$ cat src/rtl/uart_pkg.sv
// ---------------------------------------------------------------------------
// uart_pkg
// Shared definitions for the UART receive path.
//   - rx_state_e    : receiver FSM state encoding
//   - PAR_EVEN/ODD  : encodings of the PAR_TYP configuration input
//   - PRESCALE_*    : the oversampling ratios the receiver is built for
//   - *_DEF         : default frame / prescale widths
//   - maj3()        : 2-of-3 majority used by the bit sampler
// ---------------------------------------------------------------------------
package uart_pkg;

    localparam int DATA_WIDTH_DEF = 8;
    localparam int PRESCALE_W_DEF = 6;

    localparam logic PAR_EVEN = 1'b0;
    localparam logic PAR_ODD  = 1'b1;

    localparam int PRESCALE_8  = 8;
    localparam int PRESCALE_16 = 16;
    localparam int PRESCALE_32 = 32;

    typedef enum logic [2:0] {
        IDLE   = 3'd0,
        START  = 3'd1,
        DATA   = 3'd2,
        PARITY = 3'd3,
        STOP   = 3'd4
    } rx_state_e;

    function automatic logic maj3(input logic a, input logic b, input logic c);
        return (a & b) | (a & c) | (b & c);
    endfunction

endpackage

$ cat src/rtl/uart_rx_sampler.sv
// ---------------------------------------------------------------------------
// uart_rx_sampler
// Per-bit oversampling timer and 3-sample majority vote.
//
// Ports:
//   clk, rst      : receiver clock, async active-high reset
//   count_en      : a frame is in progress (FSM not in IDLE)
//   start         : start bit seen in IDLE this cycle (this cycle is edge 0)
//   rx_in         : serial line, already synchronized
//   prescale      : oversampling ratio latched for the current frame
//   sampled_bit   : majority of the three mid-bit samples
//   bit_done      : last edge of the bit period (edge prescale-1)
//
// The samples are taken at edges P/2-1 and P/2, and the third sample at
// P/2+1 is folded straight into the vote flop, so sampled_bit is stable from
// edge P/2+2 until the next bit's vote.
// ---------------------------------------------------------------------------
module uart_rx_sampler
    import uart_pkg::*;
#(
    parameter int PRESCALE_W = PRESCALE_W_DEF
) (
    input  logic                  clk,
    input  logic                  rst,
    input  logic                  count_en,
    input  logic                  start,
    input  logic                  rx_in,
    input  logic [PRESCALE_W-1:0] prescale,
    output logic                  sampled_bit,
    output logic                  bit_done
);

    localparam logic [PRESCALE_W-1:0] ONE = PRESCALE_W'(1);

    logic [PRESCALE_W-1:0] edge_cnt_q, edge_cnt_d;
    logic [PRESCALE_W-1:0] last_edge;
    logic [PRESCALE_W-1:0] half;
    logic                  samp_a_q, samp_a_d;
    logic                  samp_b_q, samp_b_d;
    logic                  sampled_bit_q, sampled_bit_d;

    assign last_edge = prescale - ONE;
    assign half      = prescale >> 1;

    always_comb begin
        edge_cnt_d    = edge_cnt_q;
        samp_a_d      = samp_a_q;
        samp_b_d      = samp_b_q;
        sampled_bit_d = sampled_bit_q;

        // The start cycle itself is edge 0, so the counter resumes at 1.
        if (start) begin
            edge_cnt_d = ONE;
        end else if (!count_en) begin
            edge_cnt_d = '0;
        end else if (edge_cnt_q == last_edge) begin
            edge_cnt_d = '0;
        end else begin
            edge_cnt_d = edge_cnt_q + ONE;
        end

        if (count_en) begin
            if (edge_cnt_q == half - ONE) begin
                samp_a_d = rx_in;
            end
            if (edge_cnt_q == half) begin
                samp_b_d = rx_in;
            end
            if (edge_cnt_q == half + ONE) begin
                sampled_bit_d = maj3(samp_a_q, samp_b_q, rx_in);
            end
        end
    end

    always_ff @(posedge clk or posedge rst) begin
        if (rst) begin
            edge_cnt_q    <= '0;
            samp_a_q      <= 1'b0;
            samp_b_q      <= 1'b0;
            sampled_bit_q <= 1'b0;
        end else begin
            edge_cnt_q    <= edge_cnt_d;
            samp_a_q      <= samp_a_d;
            samp_b_q      <= samp_b_d;
            sampled_bit_q <= sampled_bit_d;
        end
    end

    assign sampled_bit = sampled_bit_q;
    assign bit_done    = count_en && (edge_cnt_q == last_edge);

endmodule

$ cat src/rtl/uart_rx.sv
// ---------------------------------------------------------------------------
// uart_rx
// Oversampling UART receiver: start / DATA_WIDTH data bits (LSB first) /
// optional parity / one stop bit.
//
// Ports:
//   clk, rst      : oversampling clock, async active-high reset
//   RX_IN         : serial line, idle high, synchronized upstream
//   Prescale      : oversampling ratio (8, 16 or 32)
//   PAR_EN        : frame carries a parity bit
//   PAR_TYP       : 0 even, 1 odd parity
//   P_DATA        : last byte received without error
//   data_valid    : one-cycle pulse, P_DATA updated
//   parity_error  : one-cycle pulse, parity mismatch in the finished frame
//   framing_error : one-cycle pulse, stop bit was 0
//
// state  | meaning
// IDLE   | line idle, waiting for a low level (start bit edge 0)
// START  | timing the start bit; a high vote means a glitch, frame dropped
// DATA   | shifting in DATA_WIDTH bits, LSB first
// PARITY | comparing the parity bit against the received byte
// STOP   | checking the stop bit, then one extra cycle while the result
//        | pulses are on the outputs before returning to IDLE
// ---------------------------------------------------------------------------
module uart_rx
    import uart_pkg::*;
#(
    parameter int DATA_WIDTH = DATA_WIDTH_DEF,
    parameter int PRESCALE_W = PRESCALE_W_DEF
) (
    input  logic                  clk,
    input  logic                  rst,
    input  logic                  RX_IN,
    input  logic [PRESCALE_W-1:0] Prescale,
    input  logic                  PAR_EN,
    input  logic                  PAR_TYP,
    output logic [DATA_WIDTH-1:0] P_DATA,
    output logic                  data_valid,
    output logic                  parity_error,
    output logic                  framing_error
);

    localparam int BIT_CNT_W = $clog2(DATA_WIDTH + 1);
    localparam logic [BIT_CNT_W-1:0] LAST_BIT = BIT_CNT_W'(DATA_WIDTH - 1);

    rx_state_e             state_q, state_d;
    logic [BIT_CNT_W-1:0]  bit_cnt_q, bit_cnt_d;
    logic [DATA_WIDTH-1:0] shift_q, shift_d;
    logic [PRESCALE_W-1:0] prescale_q, prescale_d;
    logic                  par_en_q, par_en_d;
    logic                  par_typ_q, par_typ_d;
    logic                  par_err_q, par_err_d;
    logic                  frame_end_q, frame_end_d;
    logic [DATA_WIDTH-1:0] p_data_q, p_data_d;
    logic                  data_valid_q, data_valid_d;
    logic                  parity_error_q, parity_error_d;
    logic                  framing_error_q, framing_error_d;

    logic                  start_frame;
    logic                  count_en;
    logic                  sampled_bit;
    logic                  bit_done;
    logic                  fr_err;
    logic                  par_exp;

    assign count_en = (state_q != IDLE);
    assign fr_err   = !sampled_bit;
    assign par_exp  = (^shift_q) ^ (par_typ_q == PAR_ODD);

    uart_rx_sampler #(
        .PRESCALE_W (PRESCALE_W)
    ) u_sampler (
        .clk         (clk),
        .rst         (rst),
        .count_en    (count_en),
        .start       (start_frame),
        .rx_in       (RX_IN),
        .prescale    (prescale_q),
        .sampled_bit (sampled_bit),
        .bit_done    (bit_done)
    );

    always_comb begin
        state_d         = state_q;
        bit_cnt_d       = bit_cnt_q;
        shift_d         = shift_q;
        prescale_d      = prescale_q;
        par_en_d        = par_en_q;
        par_typ_d       = par_typ_q;
        par_err_d       = par_err_q;
        frame_end_d     = 1'b0;
        p_data_d        = p_data_q;
        data_valid_d    = 1'b0;
        parity_error_d  = 1'b0;
        framing_error_d = 1'b0;
        start_frame     = 1'b0;

        case (state_q)
            IDLE: begin
                if (!RX_IN) begin
                    start_frame = 1'b1;
                    state_d     = START;
                    bit_cnt_d   = '0;
                    par_err_d   = 1'b0;
                    // Configuration is frozen for the whole frame.
                    prescale_d  = Prescale;
                    par_en_d    = PAR_EN;
                    par_typ_d   = PAR_TYP;
                end
            end

            START: begin
                if (bit_done) begin
                    if (sampled_bit) begin
                        state_d = IDLE;
                    end else begin
                        state_d   = DATA;
                        bit_cnt_d = '0;
                    end
                end
            end

            DATA: begin
                if (bit_done) begin
                    shift_d   = {sampled_bit, shift_q[DATA_WIDTH-1:1]};
                    bit_cnt_d = bit_cnt_q + 1'b1;
                    if (bit_cnt_q == LAST_BIT) begin
                        state_d = par_en_q ? PARITY : STOP;
                    end
                end
            end

            PARITY: begin
                if (bit_done) begin
                    par_err_d = par_err_q | (sampled_bit != par_exp);
                    state_d   = STOP;
                end
            end

            STOP: begin
                // The cycle after the stop decision is the pulse cycle; the
                // FSM leaves only then, so a start bit that begins on the
                // pulse cycle is picked up in IDLE one cycle later.
                if (frame_end_q) begin
                    state_d = IDLE;
                end else if (bit_done) begin
                    frame_end_d     = 1'b1;
                    parity_error_d  = par_err_q;
                    framing_error_d = fr_err;
                    if (!par_err_q && !fr_err) begin
                        data_valid_d = 1'b1;
                        p_data_d     = shift_q;
                    end
                end
            end

            default: begin
                state_d = IDLE;
            end
        endcase
    end

    always_ff @(posedge clk or posedge rst) begin
        if (rst) begin
            state_q         <= IDLE;
            bit_cnt_q       <= '0;
            shift_q         <= '0;
            prescale_q      <= PRESCALE_W'(PRESCALE_8);
            par_en_q        <= 1'b0;
            par_typ_q       <= PAR_EVEN;
            par_err_q       <= 1'b0;
            frame_end_q     <= 1'b0;
            p_data_q        <= '0;
            data_valid_q    <= 1'b0;
            parity_error_q  <= 1'b0;
            framing_error_q <= 1'b0;
        end else begin
            state_q         <= state_d;
            bit_cnt_q       <= bit_cnt_d;
            shift_q         <= shift_d;
            prescale_q      <= prescale_d;
            par_en_q        <= par_en_d;
            par_typ_q       <= par_typ_d;
            par_err_q       <= par_err_d;
            frame_end_q     <= frame_end_d;
            p_data_q        <= p_data_d;
            data_valid_q    <= data_valid_d;
            parity_error_q  <= parity_error_d;
            framing_error_q <= framing_error_d;
        end
    end

    assign P_DATA        = p_data_q;
    assign data_valid    = data_valid_q;
    assign parity_error  = parity_error_q;
    assign framing_error = framing_error_q;

endmodule

$ cat config.mk
export PLATFORM = sky130hd
export DESIGN_NAME = uart_rx
export DESIGN_NICKNAME = d
export VERILOG_FILES = /design/src/rtl/uart_pkg.sv /design/src/rtl/uart_rx_sampler.sv /design/src/rtl/uart_rx.sv
export SDC_FILE = /design/constraint.sdc
export NUM_CORES = 1
export LEC_CHECK = 0
export CELL_PAD_IN_SITES_DETAIL_PLACEMENT = 1
export CELL_PAD_IN_SITES_GLOBAL_PLACEMENT = 1
export CORE_ASPECT_RATIO = 1.75
export CORE_UTILIZATION = 40
export DETAILED_ROUTE_END_ITERATION = 10
export PLACE_DENSITY_LB_ADDON = 0.1
export SLEW_MARGIN = 20
export SYNTH_ARGS = -nofsm -noshare
export SYNTH_HDL_FRONTEND = slang
export SYNTH_SLANG_ARGS = --single-unit
$ cat constraint.sdc
create_clock -name clk -period 6 [get_ports clk]
set_input_delay 0.6 -clock clk [delete_from_list [all_inputs] [get_ports clk]]
set_output_delay 0.6 -clock clk [all_outputs]
set_load 0.005 [all_outputs]
==> results of run 1 <==
[metal layers]
layer	up-vias	part of all wire, %	global-route usage (%)
li1	796	-	-
met1	842	37	19.6
met2	12	60	35.8
met3	4	1.5	1.96
met4	0	1.1	6.49
met5	-	0	0
[flip-flops by register name, summed over array words and instances (netlist names)]
| signal | cells |
|---|---|
| bit_cnt_q | 4 |
| par_en_q | 1 |
| par_err_q | 1 |
| u_sampler.samp_a_q | 1 |
| u_sampler.edge_cnt_q | 6 |
| data_valid | 1 |
| u_sampler.sampled_bit | 1 |
| frame_end_q | 1 |
| par_typ_q | 1 |
| prescale_q | 6 |
| parity_error | 1 |
| shift_q | 8 |
| framing_error | 1 |
| state_q | 3 |
| P_DATA | 8 |
| u_sampler.samp_b_q | 1 |
[metrics by stage]
step / hold WS (ps) / setup WS (ps) / power (mW) / util [%]
after floorplan: 443 / 3620 / 0.900 / -
final: 496 / 3200 / 1.19 / 47.5
after detailed placement: 481 / 3170 / 1.02 / 46.0
after global placement: 482 / 3260 / 1.01 / 46.0
after global routing: 531 / 2940 / 1.30 / 47.5
after CTS: 501 / 3170 / 1.21 / 47.5
[worst max-delay path: cells and delay by family, from the launching register on]
| family | cells | cell delay, ps |
|---|---|---|
| and+or+nand+nor | 2 | 740 |
| buffers and inverters | 1 | 120 |
| adders and majority gates | 1 | 250 |
| DFF | 1 | 490 |
| xor gates and xnor gates | 1 | 140 |
| muxes | 1 | 380 |
| AOI/OAI and AO/OA | 2 | 570 |
[cell usage after synthesis, drive strengths merged]
cell type / instances / area, um^2
dfrtp: 44 / 1100
mux2: 27 / 304
xnor2: 24 / 218
nor2: 15 / 56.3
nand2: 11 / 41.3
inv: 9 / 33.8
nand3: 9 / 45.0
xor2: 9 / 78.8
clkbuf: 6 / 22.5
ha: 6 / 75.1
nor3: 6 / 51.3
nand2b: 5 / 31.3
a21boi: 4 / 30.0
buf: 4 / 26.3
o21ai: 4 / 20.0
a31oi: 3 / 18.8
mux2i: 3 / 30.0
nor4: 3 / 18.8
o31ai: 3 / 22.5
a2bb2oi: 2 / 17.5
and2: 2 / 12.5
nand4: 2 / 12.5
or2: 2 / 12.5
or3: 2 / 12.5
or4b: 2 / 20.0
a211oi: 1 / 7.51
a21oi: 1 / 5.00
and3: 1 / 6.26
and3b: 1 / 8.76
dfstp: 1 / 26.3
maj3: 1 / 10.0
nand3b: 1 / 7.51
nor2b: 1 / 6.26
o2111ai: 1 / 15.0
o22ai: 1 / 6.26
o31a: 1 / 8.76
o32ai: 1 / 8.76
o41ai: 1 / 8.76
or4: 1 / 7.51
[worst paths after layout]
kind                       depth (start not counted)          start  slack [ps]    endpoint
max                                                8  prescale_q[2]        3200   P_DATA[6]
min                                                2      par_err_q         500   par_err_q
max reg2reg                                        8  prescale_q[2]        3200   P_DATA[6]
min reg2reg                                        2      par_err_q         500   par_err_q
max in group asynchronous                          2            rst        4550    par_en_q
min in group asynchronous                          2            rst         830  data_valid
[report_power, final]
| part | internal (mW) | switching, mW | leakage (nW) | total (mW) |
|---|---|---|---|---|
| registers | 0.373 | 0.126 | 0.593 | 0.500 |
| logic | 0.244 | 0.257 | 0.554 | 0.501 |
| clock network | 0.0818 | 0.107 | 0.0364 | 0.189 |
[cells by family (layout without fill, tap and decap cells)]
family | Yosys count | count (layout)
simple gates | 64 | 64
flops | 45 | 45
xor+xnor | 33 | 33
mux | 30 | 30
compound gates | 23 | 23
buf+inv | 19 | 38
fa+ha+maj | 7 | 7
[area by class of cell]
class | instances | area [um^2] | area share [%]
Multi-Input combinational cell | 157 | 1230 | 44.2
Clock buffer | 5 | 68.8 | 2.46
Clock inverter | 3 | 22.5 | 0.806
Tap cell | 78 | 97.6 | 3.49
Sequential cell | 45 | 1130 | 40.3
Inverter | 9 | 33.8 | 1.21
Timing Repair Buffer | 21 | 210 | 7.52
==> impl_metrics.ini, run 1 <==
[sta]
grt_setup_unrepaired = false
maxSlewHeadroom_pct = 35.8
clock.fmax_mhz = 357
setup_viol = 0
tightest_slew_ps = 962
skew_ps = 11.6
slew_violations = 0
min_period_ps = 2800
fin_crit_sh_pct = 46.7
hold_violations = 0
tns_ps = 0

[global_route]
antenna_found_initial = 0
grt_pass1_wl_um = 8910
grt_pass1_vias = 1847
grt_max_degree = 46
grt-ovfl-total = 0
track_usage_pct = 18.7

[layout]
nets = 256
layout_common_cells = dfrtp_1 (44), mux2_2 (27), xnor2_1 (23)
final_common_cell = dfrtp_1
fillers = 657
n_antenna_cell = 0
instances_no_fill = 318
synthToLayoutAreaGrowth_pct = 14.3
finalInstanceArea_um2 = 2800
drive_gt1_share_pct = 18.8

[die]
chipHeight_um = 105
start_util_pct = 41.6
num_io_pins = 22
die_width_um = 61.1
dieArea_um2 = 6440
rows = 37
fp.coreArea_um2 = 5880

[yosys]
synth_top_family_by_area = simple AND/OR/NAND/NOR gates
synth_mux_area_share_pct = 13.7
yosys.area_share.xor_xnor_pct = 12.1
ys_types = 46
ys_seq_area_share_pct = 46.1
synth_compound_area_share_pct = 6.91
synth_fa_ha_area_share_pct = 3.48
synth_seq_cells = 45
syn_nets = 238
syn_area_um2 = 2440
syn_inst = 221
ys_warn_count = 0
synthSimpleGateAreaFrac_pct = 14.3
syn_area_per_cell_um2 = 11.1

[clock_network]
htree_levels = 2
worstSkewPairLatency_ps = 300
cts-resized-gates = 0
cts_buffers = 5
post_cts_buffers = 0
clkSinkCount = 45
cts-root-buf = clkbuf_8
cts_tree = yes
clk_path_buf_depth = 2
cts_hold_buf = 0
cts.clk_slew.worst_paths_ps = 80

[worst_setup_path]
critical_path_required_ps = 6180
slowest_delay_ps = 550
crit_arrival_ps = 2980
crit_path_end_kind = flip-flop
crit_chain = inv_1, ha_1, a21boi_1, xnor2_1, nor3_2, o2111ai_2, nor3_4, mux2_2
critPathMaxFanout = 15
critPathKind = flip-flop to flip-flop
worst_setup_path_start_kind = flip-flop
cp_slowest_cell = nor3_4

[drt]
vias = 1654
drt_wl_total_um = 5180
routed_via_density = 5.20
ant_nets = 0
dr.pass1.iters = 4
drt_iter0_drc = 57
wl_per_cell_um = 16.3
drc = 0

[power]
power_per_cell_area_nw_per_um2 = 426
vdd_drop_max_mv = 0.174
p_leak_nw = 1.18

[place]
placed_area_um2 = 2700
dpl.hpwl_um = 3950
dp.cells = 310
port_buffers = 21
place_congestion = 0.808

[worst_hold_path]
hp-class = flip-flop to flip-flop

[job]
max-cap-violations = 0

[status]
outcome = finished, final reports clean
(Power assumes the default switching activity.)
==> inputs of run 2 (changes only) <==
Clock period 6 ns to 2.6 ns, I/O delays scaled along.
==> impl_metrics.ini, run 2 (same netlist as run 1, synthesis figures left out) <==
[clock_network]
clk_path_buf_depth = 2
worstSkewPairLatency_ps = 300
cts_tree = yes
cts_hold_buf = 0
cts.clk_slew.worst_paths_ps = 90
htree_levels = 2
clkSinkCount = 45
cts-root-buf = clkbuf_8
cts_buffers = 5

[layout]
n_antenna_cell = 0
post-route-util_pct = 49.9
instances_no_fill = 332
final_common_cell = dfrtp_1
synthToLayoutAreaGrowth_pct = 20.1
nets = 270
layout_common_cells = dfrtp_1 (44), mux2_2 (27), xnor2_1 (23)
drive_gt1_share_pct = 23.2

[global_route]
track_usage_pct = 20.3
grt-ovfl-total = 0
antenna_found_initial = 0
grt_max_degree = 26
grt_pass1_vias = 1906
grt_pass1_wl_um = 9440

[sta]
tightest_slew_ps = 529
hold_violations = 0
min_period_ps = 2400
slew_violations = 0
tns_ps = 0
hold_ws_ps = 311
fin_crit_sh_pct = 92.3
maxSlewHeadroom_pct = 64.7
skew_ps = 5.36
clock.fmax_mhz = 416
grt_setup_unrepaired = false
setup_viol = 0

[drt]
wl_per_cell_um = 17.2
drt_iter0_drc = 34
drt_wl_total_um = 5710
routed_via_density = 5.19
dr.pass1.iters = 4
drc = 0
vias = 1723
ant_nets = 0

[die]
fp.coreArea_um2 = 5880
die_width_um = 61.1
num_io_pins = 22
start_util_pct = 41.6
chipHeight_um = 105
rows = 37
dieArea_um2 = 6440

[power]
vdd_drop_max_mv = 0.419
power_per_cell_area_nw_per_um2 = 1020
p_leak_nw = 1.27

[worst_setup_path]
critPathKind = flip-flop to flip-flop
worst_setup_path_start_kind = flip-flop
critical_path_required_ps = 2790
crit_path_end_kind = flip-flop
critPathMaxFanout = 9
crit_arrival_ps = 2590

[place]
place_congestion = 0.777
dpl.hpwl_um = 4430
dp.cells = 323
port_buffers = 21

[job]
max-cap-violations = 0

[status]
outcome = finished, final reports clean

[worst_hold_path]
hp-class = input pin to asynchronous set/reset pin
==> run 2: metal layers <==
layer | share of wire, % | track usage (%) | wire length (um)
met5 | 0 | 0 | 0
met4 | 1.7 | 6.98 | 99
met3 | 1.6 | 3.07 | 92
met2 | 61 | 39.1 | 3470
met1 | 36 | 20.5 | 2040
==> run 2: stage by stage <==
stage	total power [mW]	instance area (um^2)	worst slack, ps
floorplan	2.08	2440	216
global placement	2.45	2800	158
detailed placement	2.48	2800	102
CTS	3.03	2920	88.6
global route	3.21	2940	4.28
finish	2.98	2940	199
==> run 2: critical path: stages, from the launching register on <==
cell       delay, ps
dfrtp_1          390
inv_1            110
ha_1             170
a21boi_1         200
xnor2_1          100
nor3_2           200
o2111ai_2        290
nor3_2           440
mux2_2           380
==> run 2: final cells by class <==
class,instances,area [um^2]
fill,666,2940
multi-input combinational,157,1230
timing repair buffer,35,328
clock inverter,3,46.3
sequential,45,1130
clock buffer,5,68.8
tap,78,97.6
inverter,9,33.8
==> run 2: timing repair <==
item | CTS | global route
setup buffers | 0 | 1
endpoints found under the setup margin | 0 | 9
resized for setup | 0 | 0
==> run 2: worst paths after layout <==
check | from | end | slack (ps) | depth (start not counted)
max | prescale_q[2] | shift_q[5] | 200 | 8
min | rst | framing_error | 310 | 2
max reg2reg | prescale_q[2] | shift_q[5] | 200 | 8
min reg2reg | par_err_q | par_err_q | 510 | 2
max in group asynchronous | rst | u_sampler.edge_cnt_q[2] | 1710 | 3
min in group clk | par_err_q | par_err_q | 510 | 2
==> run 2: report_power, final <==
part           leakage, nW  switching [mW]  internal, mW
Combinational        0.626           0.746         0.663
Sequential           0.593           0.177         0.863
Clock               0.0543           0.247         0.288
Total                 1.27            1.17          1.81
